### src/rtl/motoro3_pkg.sv
// Shared definitions for the motoro3 gate-drive monitor: phase states,
// commutation sector constants and the six-step pattern decoder.
package motoro3_pkg;

  // Encoding is {H, L}, so the decoder maps raw gate pins straight through.
  typedef enum logic [1:0] {
    PH_LO    = 2'b00,
    PH_FLOAT = 2'b01,
    PH_SHOOT = 2'b10,
    PH_HI    = 2'b11
  } phase_e;

  localparam logic [2:0] SEC_0 = 3'd0;
  localparam logic [2:0] SEC_1 = 3'd1;
  localparam logic [2:0] SEC_2 = 3'd2;
  localparam logic [2:0] SEC_3 = 3'd3;
  localparam logic [2:0] SEC_4 = 3'd4;
  localparam logic [2:0] SEC_5 = 3'd5;

  typedef struct packed {
    logic       valid;
    logic [2:0] sec;
  } sec_dec_t;

  // A pattern is valid only with exactly one HI, one LO and the third phase floating.
  function automatic sec_dec_t decode_sector(input phase_e a, input phase_e b, input phase_e c);
    sec_dec_t r;
    r = '{valid: 1'b0, sec: SEC_0};
    case ({a, b, c})
      {PH_HI,    PH_LO,    PH_FLOAT}: r = '{valid: 1'b1, sec: SEC_0};
      {PH_HI,    PH_FLOAT, PH_LO   }: r = '{valid: 1'b1, sec: SEC_1};
      {PH_FLOAT, PH_HI,    PH_LO   }: r = '{valid: 1'b1, sec: SEC_2};
      {PH_LO,    PH_HI,    PH_FLOAT}: r = '{valid: 1'b1, sec: SEC_3};
      {PH_LO,    PH_FLOAT, PH_HI   }: r = '{valid: 1'b1, sec: SEC_4};
      {PH_FLOAT, PH_LO,    PH_HI   }: r = '{valid: 1'b1, sec: SEC_5};
      default:                        r = '{valid: 1'b0, sec: SEC_0};
    endcase
    return r;
  endfunction

  // Next sector in forward rotation, wrapping 5 -> 0.
  function automatic logic [2:0] sec_fwd(input logic [2:0] s);
    return (s >= SEC_5) ? SEC_0 : (s + 3'd1);
  endfunction

  // Next sector in reverse rotation, wrapping 0 -> 5.
  function automatic logic [2:0] sec_rev(input logic [2:0] s);
    return (s == SEC_0) ? SEC_5 : (s - 3'd1);
  endfunction

endpackage

### src/rtl/motoro3_phase_decode.sv
// Classifies one half-bridge from its high-side (active-high) and
// low-side (active-low) gate drives.
module motoro3_phase_decode
  import motoro3_pkg::*;
(
  input  logic   gate_h,
  input  logic   gate_l,
  output phase_e state
);

  // Map the gate pair to HI / LO / FLOAT / SHOOT.
  always_comb begin
    state = PH_FLOAT;
    case ({gate_h, gate_l})
      2'b11:   state = PH_HI;
      2'b00:   state = PH_LO;
      2'b01:   state = PH_FLOAT;
      2'b10:   state = PH_SHOOT;
      default: state = PH_FLOAT;
    endcase
  end

endmodule

### src/rtl/motoro3_gate_monitor.sv
// BLDC gate-drive monitor: samples the six gate signals, deglitches the
// commutation pattern, tracks sector/direction/step period and raises
// sticky shoot-through, illegal-pattern and skipped-sector faults.
module motoro3_gate_monitor
  import motoro3_pkg::*;
#(
  parameter int PERIOD_W = 20,
  parameter int DEGLITCH = 2
) (
  input  logic                clk,
  input  logic                Rst,
  input  logic                aH,
  input  logic                bH,
  input  logic                cH,
  input  logic                aL,
  input  logic                bL,
  input  logic                cL,
  input  logic                fltClr,
  output logic [2:0]          sector,
  output logic                sectorValid,
  output logic                dir,
  output logic                stepStrobe,
  output logic [PERIOD_W-1:0] stepPeriod,
  output logic                pwmOn,
  output logic                stall,
  output logic                fltShoot,
  output logic                fltIllegal,
  output logic                fltSkip
);

  localparam logic [3:0]          DG_TH   = 4'(DEGLITCH);
  localparam logic [3:0]          DG_MAX  = 4'hF;
  localparam logic [PERIOD_W-1:0] PER_MAX = {PERIOD_W{1'b1}};
  localparam logic [PERIOD_W-1:0] PER_ONE = {{(PERIOD_W-1){1'b0}}, 1'b1};

  // Registered gate sample, {aH, aL, bH, bL, cH, cL}.
  logic [5:0]          gate_d, gate_q;
  logic [5:0]          last_key_d, last_key_q;
  logic [3:0]          dg_cnt_d, dg_cnt_q;
  logic [2:0]          sector_d, sector_q;
  logic                valid_d, valid_q;
  logic                dir_d, dir_q;
  logic                strobe_d, strobe_q;
  logic [PERIOD_W-1:0] period_d, period_q;
  logic [PERIOD_W-1:0] per_cnt_d, per_cnt_q;
  logic                pwm_on_d, pwm_on_q;
  logic                stall_d, stall_q;
  logic                flt_shoot_d, flt_shoot_q;
  logic                flt_illegal_d, flt_illegal_q;
  logic                flt_skip_d, flt_skip_q;

  phase_e   ph_a_s, ph_b_s, ph_c_s;
  logic [5:0] key_s;
  logic     gap_s, shoot_s, stable_s, accept_s, illegal_s, skip_set_s;
  sec_dec_t dec_s;

  motoro3_phase_decode u_dec_a (.gate_h(gate_q[5]), .gate_l(gate_q[4]), .state(ph_a_s));
  motoro3_phase_decode u_dec_b (.gate_h(gate_q[3]), .gate_l(gate_q[2]), .state(ph_b_s));
  motoro3_phase_decode u_dec_c (.gate_h(gate_q[1]), .gate_l(gate_q[0]), .state(ph_c_s));

  assign key_s   = {ph_a_s, ph_b_s, ph_c_s};
  assign gap_s   = (ph_a_s == PH_FLOAT) && (ph_b_s == PH_FLOAT) && (ph_c_s == PH_FLOAT);
  assign shoot_s = (ph_a_s == PH_SHOOT) || (ph_b_s == PH_SHOOT) || (ph_c_s == PH_SHOOT);
  assign dec_s   = decode_sector(ph_a_s, ph_b_s, ph_c_s);

  // Capture the raw gate pins; everything downstream sees only this sample.
  always_comb begin
    gate_d = {aH, aL, bH, bL, cH, cL};
  end

  // Deglitch: count consecutive identical non-gap samples; PWM-off gaps are transparent.
  always_comb begin
    last_key_d = last_key_q;
    dg_cnt_d   = dg_cnt_q;
    if (gap_s) begin
      last_key_d = last_key_q;
      dg_cnt_d   = dg_cnt_q;
    end else if (key_s == last_key_q) begin
      if (dg_cnt_q != DG_MAX) begin
        dg_cnt_d = dg_cnt_q + 4'd1;
      end else begin
        dg_cnt_d = DG_MAX;
      end
    end else begin
      last_key_d = key_s;
      dg_cnt_d   = 4'd1;
    end
  end

  assign stable_s  = !gap_s && (dg_cnt_d >= DG_TH);
  assign accept_s  = stable_s && dec_s.valid;
  assign illegal_s = stable_s && !dec_s.valid && !shoot_s;

  // Sector tracking, step classification and period measurement.
  always_comb begin
    sector_d   = sector_q;
    valid_d    = valid_q;
    dir_d      = dir_q;
    strobe_d   = 1'b0;
    period_d   = period_q;
    skip_set_s = 1'b0;
    if (!valid_q) begin
      per_cnt_d = {PERIOD_W{1'b0}};
    end else if (per_cnt_q == PER_MAX) begin
      per_cnt_d = PER_MAX;
    end else begin
      per_cnt_d = per_cnt_q + PER_ONE;
    end
    if (accept_s) begin
      if (!valid_q) begin
        // First sector after reset: no direction is known yet.
        valid_d   = 1'b1;
        sector_d  = dec_s.sec;
        per_cnt_d = PER_ONE;
      end else if (dec_s.sec == sector_q) begin
        sector_d = sector_q;
      end else if (dec_s.sec == sec_fwd(sector_q)) begin
        sector_d  = dec_s.sec;
        dir_d     = 1'b1;
        strobe_d  = 1'b1;
        period_d  = per_cnt_q;
        per_cnt_d = PER_ONE;
      end else if (dec_s.sec == sec_rev(sector_q)) begin
        sector_d  = dec_s.sec;
        dir_d     = 1'b0;
        strobe_d  = 1'b1;
        period_d  = per_cnt_q;
        per_cnt_d = PER_ONE;
      end else begin
        // Non-adjacent jump: resynchronise but do not report a step.
        sector_d   = dec_s.sec;
        skip_set_s = 1'b1;
        per_cnt_d  = PER_ONE;
      end
    end else begin
      strobe_d = 1'b0;
    end
    stall_d  = valid_d && (per_cnt_d == PER_MAX);
    pwm_on_d = !gap_s;
  end

  // Sticky faults; a new fault event wins over a simultaneous clear.
  always_comb begin
    if (shoot_s) begin
      flt_shoot_d = 1'b1;
    end else if (fltClr) begin
      flt_shoot_d = 1'b0;
    end else begin
      flt_shoot_d = flt_shoot_q;
    end
    if (illegal_s) begin
      flt_illegal_d = 1'b1;
    end else if (fltClr) begin
      flt_illegal_d = 1'b0;
    end else begin
      flt_illegal_d = flt_illegal_q;
    end
    if (skip_set_s) begin
      flt_skip_d = 1'b1;
    end else if (fltClr) begin
      flt_skip_d = 1'b0;
    end else begin
      flt_skip_d = flt_skip_q;
    end
  end

  // State register for the whole monitor.
  always_ff @(posedge clk or posedge Rst) begin
    if (Rst) begin
      gate_q        <= 6'd0;
      last_key_q    <= 6'd0;
      dg_cnt_q      <= 4'd0;
      sector_q      <= SEC_0;
      valid_q       <= 1'b0;
      dir_q         <= 1'b0;
      strobe_q      <= 1'b0;
      period_q      <= {PERIOD_W{1'b0}};
      per_cnt_q     <= {PERIOD_W{1'b0}};
      pwm_on_q      <= 1'b0;
      stall_q       <= 1'b0;
      flt_shoot_q   <= 1'b0;
      flt_illegal_q <= 1'b0;
      flt_skip_q    <= 1'b0;
    end else begin
      gate_q        <= gate_d;
      last_key_q    <= last_key_d;
      dg_cnt_q      <= dg_cnt_d;
      sector_q      <= sector_d;
      valid_q       <= valid_d;
      dir_q         <= dir_d;
      strobe_q      <= strobe_d;
      period_q      <= period_d;
      per_cnt_q     <= per_cnt_d;
      pwm_on_q      <= pwm_on_d;
      stall_q       <= stall_d;
      flt_shoot_q   <= flt_shoot_d;
      flt_illegal_q <= flt_illegal_d;
      flt_skip_q    <= flt_skip_d;
    end
  end

  assign sector      = sector_q;
  assign sectorValid = valid_q;
  assign dir         = dir_q;
  assign stepStrobe  = strobe_q;
  assign stepPeriod  = period_q;
  assign pwmOn       = pwm_on_q;
  assign stall       = stall_q;
  assign fltShoot    = flt_shoot_q;
  assign fltIllegal  = flt_illegal_q;
  assign fltSkip     = flt_skip_q;

endmodule

### config.mk
export PLATFORM = sky130hd
export DESIGN_NAME = motoro3_gate_monitor
export DESIGN_NICKNAME = d
export VERILOG_FILES = /design/src/rtl/motoro3_pkg.sv /design/src/rtl/motoro3_phase_decode.sv /design/src/rtl/motoro3_gate_monitor.sv
export SDC_FILE = /design/constraint.sdc
export NUM_CORES = 1
export LEC_CHECK = 0
export BUFFER_PORTS_ARGS = -buffer_cell sky130_fd_sc_hd__clkbuf_2
export CAP_MARGIN = 25
export CORE_AREA = 2 2 121 94
export CTS_BUF_LIST = sky130_fd_sc_hd__clkbuf_2 sky130_fd_sc_hd__clkbuf_4 sky130_fd_sc_hd__clkbuf_8
export DETAILED_ROUTE_END_ITERATION = 7
export DIE_AREA = 0 0 123 96
export SYNTH_ARGS = -nofsm -noshare
export SYNTH_HDL_FRONTEND = slang
export SYNTH_HIERARCHICAL = 1
export SYNTH_SLANG_ARGS = --single-unit
### constraint.sdc
create_clock -name clk -period 5.75 [get_ports clk]
set_input_delay 0.8625 -clock clk [delete_from_list [all_inputs] [get_ports clk]]
set_output_delay 0.8625 -clock clk [all_outputs]
set_load 0.02 [all_outputs]
==> results.json <==
{
  "required_ns": 5.98,
  "antenna_cells": 0,
  "clock_latency_ns": 0.35,
  "clockBufferDepth": 2,
  "path_clk_slew_ns": 0.06,
  "max_stage_delay_ns": 0.51,
  "cts-root-buf": "clkbuf_8",
  "drc": 0,
  "syn_inst": 359,
  "synth_top_area_cell": "dfrtp_1",
  "fin_ws_ns": 2.70,
  "grt_pass1_wl_um": 12600,
  "avgSynthCellArea_um2": 10.1,
  "maxSlewHeadroom_pct": 42.5,
  "fmax_ghz": 0.328,
  "ant_nets": 0,
  "drt_iter0_drc": 155,
  "initial_utilization_pct": 34.1,
  "fin_crit_sh_pct": 53.0,
  "postCtsHoldBufs": 0,
  "start_kind": "register",
  "vias_per_cell": 5.07,
  "die_h_um": 96,
  "grt_max_degree": 68,
  "synthesis.area_um2": 3630,
  "leakagePower_nw": 1.83,
  "setup_viol_count_final": 0,
  "hpwl_um": 5220,
  "grt_pass1_vias": 2527,
  "clock_sinks": 67,
  "hold_class": "register to register",
  "path_cells": "nor4bb_1 -> a31oi_1 -> o311ai_1 -> nand4_2 -> nand2b_1 -> nor4_4 -> buf_4 -> mux2_1",
  "synth_edf_count": 0,
  "maxCapViolCount": 0,
  "synth_top_area_share_pct": 46.2,
  "wl_per_cell_um": 14.1,
  "pre_cts_ws_ns": 2.76,
  "fin_skew_ns": 0.00814,
  "multi_input_area_um2": 1770,
  "core_area_um2": 10700,
  "pin_count": 40,
  "gr-usage-all-layers_pct": 13.7,
  "fillers": 1069,
  "p_per_area_nw_per_um2": 232,
  "cp.arrival_ns": 3.27,
  "end_kind": "register",
  "outcome": "complete, no violations",
  "place.port_buffers": 39,
  "gr-total-overflow": 0,
  "cts_setup_buffers": 0,
  "placed_cell_area_um2": 3900,
  "rows": 33,
  "yosysSeqAreaShare_pct": 46.2,
  "area_growth_pct": 12.7,
  "synthFlopType": "dfrtp_1",
  "async_flop_share_pct": 100,
  "slowest_stage": "dfrtp_1",
  "tns_ns": 0,
  "gp_congestion": 0.833,
  "period_needed_ns": 3.05,
  "crit_fanout": 21,
  "die_x_um": 123,
  "antenna_found_initial": 0,
  "cts_buffers": 9,
  "first_pass_iters": 4,
  "rsz0062_at_grt": "false",
  "die_area_um2": 11800,
  "drive_gt1_share_pct": 21.1,
  "cts_tree": "yes",
  "slew_viol_final": 0,
  "yosysWarnings": 6,
  "wl_um": 7500,
  "worstMarginPinSlew_ns": 0.862,
  "synth-seq-cells": 67,
  "hold_viol_final": 0,
  "vias": 2707,
  "netlist_top_cells_area": "dfrtp_1 (46%), mux2_4 (7.9%), nand2_1 (3.5%)",
  "vdd_drop_max_mv": 0.0964,
  "fin_nets": 406,
  "ff_latch_area_um2": 1680,
  "cts_resized": 0,
  "htreeDepth": 3,
  "finalInstanceArea_um2": 4090,
  "crit_type": "register to register",
  "synth_fp_nets": 374,
  "ys_types": 54
}
[synth_stat cells, drive strengths merged (4+ instances only)]
cell and count:
o21ai 14, inv 20, xor2 14, buf 10, clkbuf 10, a31oi 6, nand2b 6, and3 7
nand2 34, ha 6, and2 4, mux2 21, dfrtp 67, nor2 28, a21oi 24, nand4 10
mux2i 6, xnor2 13, nor3 6, nand3 14
[cells in the final DEF, fill, tap and decap left out, drive strengths merged, types with 7 or more instances in the layout]
cell type | Yosys | layout
inv | 20 | 20
nand2 | 34 | 34
nand3 | 14 | 14
clkbuf | 10 | 50
xnor2 | 13 | 13
xor2 | 14 | 14
nor2 | 28 | 28
mux2 | 21 | 21
a21oi | 24 | 24
dfrtp | 67 | 67
o21ai | 14 | 14
and3 | 7 | 7
nand4 | 10 | 10
[layout make-up]
type / instances / area share, %
Multi-Input combinational cell: 252 / 43.2
Sequential cell: 67 / 41.0
Timing Repair Buffer: 41 / 5.14
Tap cell: 140 / 4.28
Clock buffer: 11 / 3.55
Inverter: 20 / 1.84
Clock inverter: 3 / 0.979
[where the power goes]
| group | switching, mW | internal, mW |
|---|---|---|
| clock | 0.172 | 0.211 |
| combinational | 0.0473 | 0.0261 |
| sequential | 0.0128 | 0.479 |
| total | 0.232 | 0.716 |
[registers in the layout, indices dropped and copies added, names as in the netlist, 3 cells and up]
register	flops
per_cnt_q	20
stepPeriod	20
gate_q	6
last_key_q	6
dg_cnt_q	4
sector	3
[critical path: cells and delay by family, from the launching register on]
| family | cells | cell delay, ns |
|---|---|---|
| DFF | 1 | 0.51 |
| and+or+nand+nor | 4 | 1.14 |
| AOI/OAI and AO/OA | 2 | 0.50 |
| buffers and inverters | 1 | 0.41 |
| muxes | 1 | 0.36 |
[final timing paths]
| path | slack [ns] | to | depth (start not counted) | startpoint |
|---|---|---|---|---|
| setup / recovery | 2.70 | stepPeriod[18] | 8 | gate_q[2] |
| hold / removal | 0.50 | stepPeriod[18] | 1 | stepPeriod[18] |
| setup reg to reg | 2.70 | stepPeriod[18] | 8 | gate_q[2] |
| hold reg to reg | 0.50 | stepPeriod[18] | 1 | stepPeriod[18] |
| max in group asynchronous | 4.44 | sector[1] | 3 | Rst |
| min in group asynchronous | 0.76 | gate_q[0] | 3 | Rst |
[routing by layer]
metal | vias to the layer above | global-route usage [%] | wire, µm | part of all wire, %
li1 | 1323 | - | - | -
met1 | 1300 | 19.8 | 3830 | 51
met2 | 69 | 19.2 | 3080 | 41
met3 | 15 | 3.55 | 393 | 5.2
met4 | 0 | 5.97 | 200 | 2.7
met5 | - | 0 | 0 | 0
[kinds of logic after synthesis]
group	Yosys count	synth area share [%]
buffers and inverters	40	5.14
DFF	67	46.2
muxes	27	10.1
xor gates and xnor gates	27	6.72
adders and majority gates	6	2.07
AOI/OAI and AO/OA	65	11.0
and+or+nand+nor	127	18.8
[stage by stage]
stage          utilization [%]  hold slack [ns]  total power [mW]  std cells
2_1_floorplan                -            0.469             0.557        359
3_3_place_gp              36.6            0.480             0.574        520
3_5_place_dp              36.6            0.492             0.575        520
4_1_cts                   38.4            0.508             0.966        534
5_1_grt                   38.4            0.524             0.993        534
6_report                  38.4            0.502             0.948        534
(Power assumes the default switching activity.)
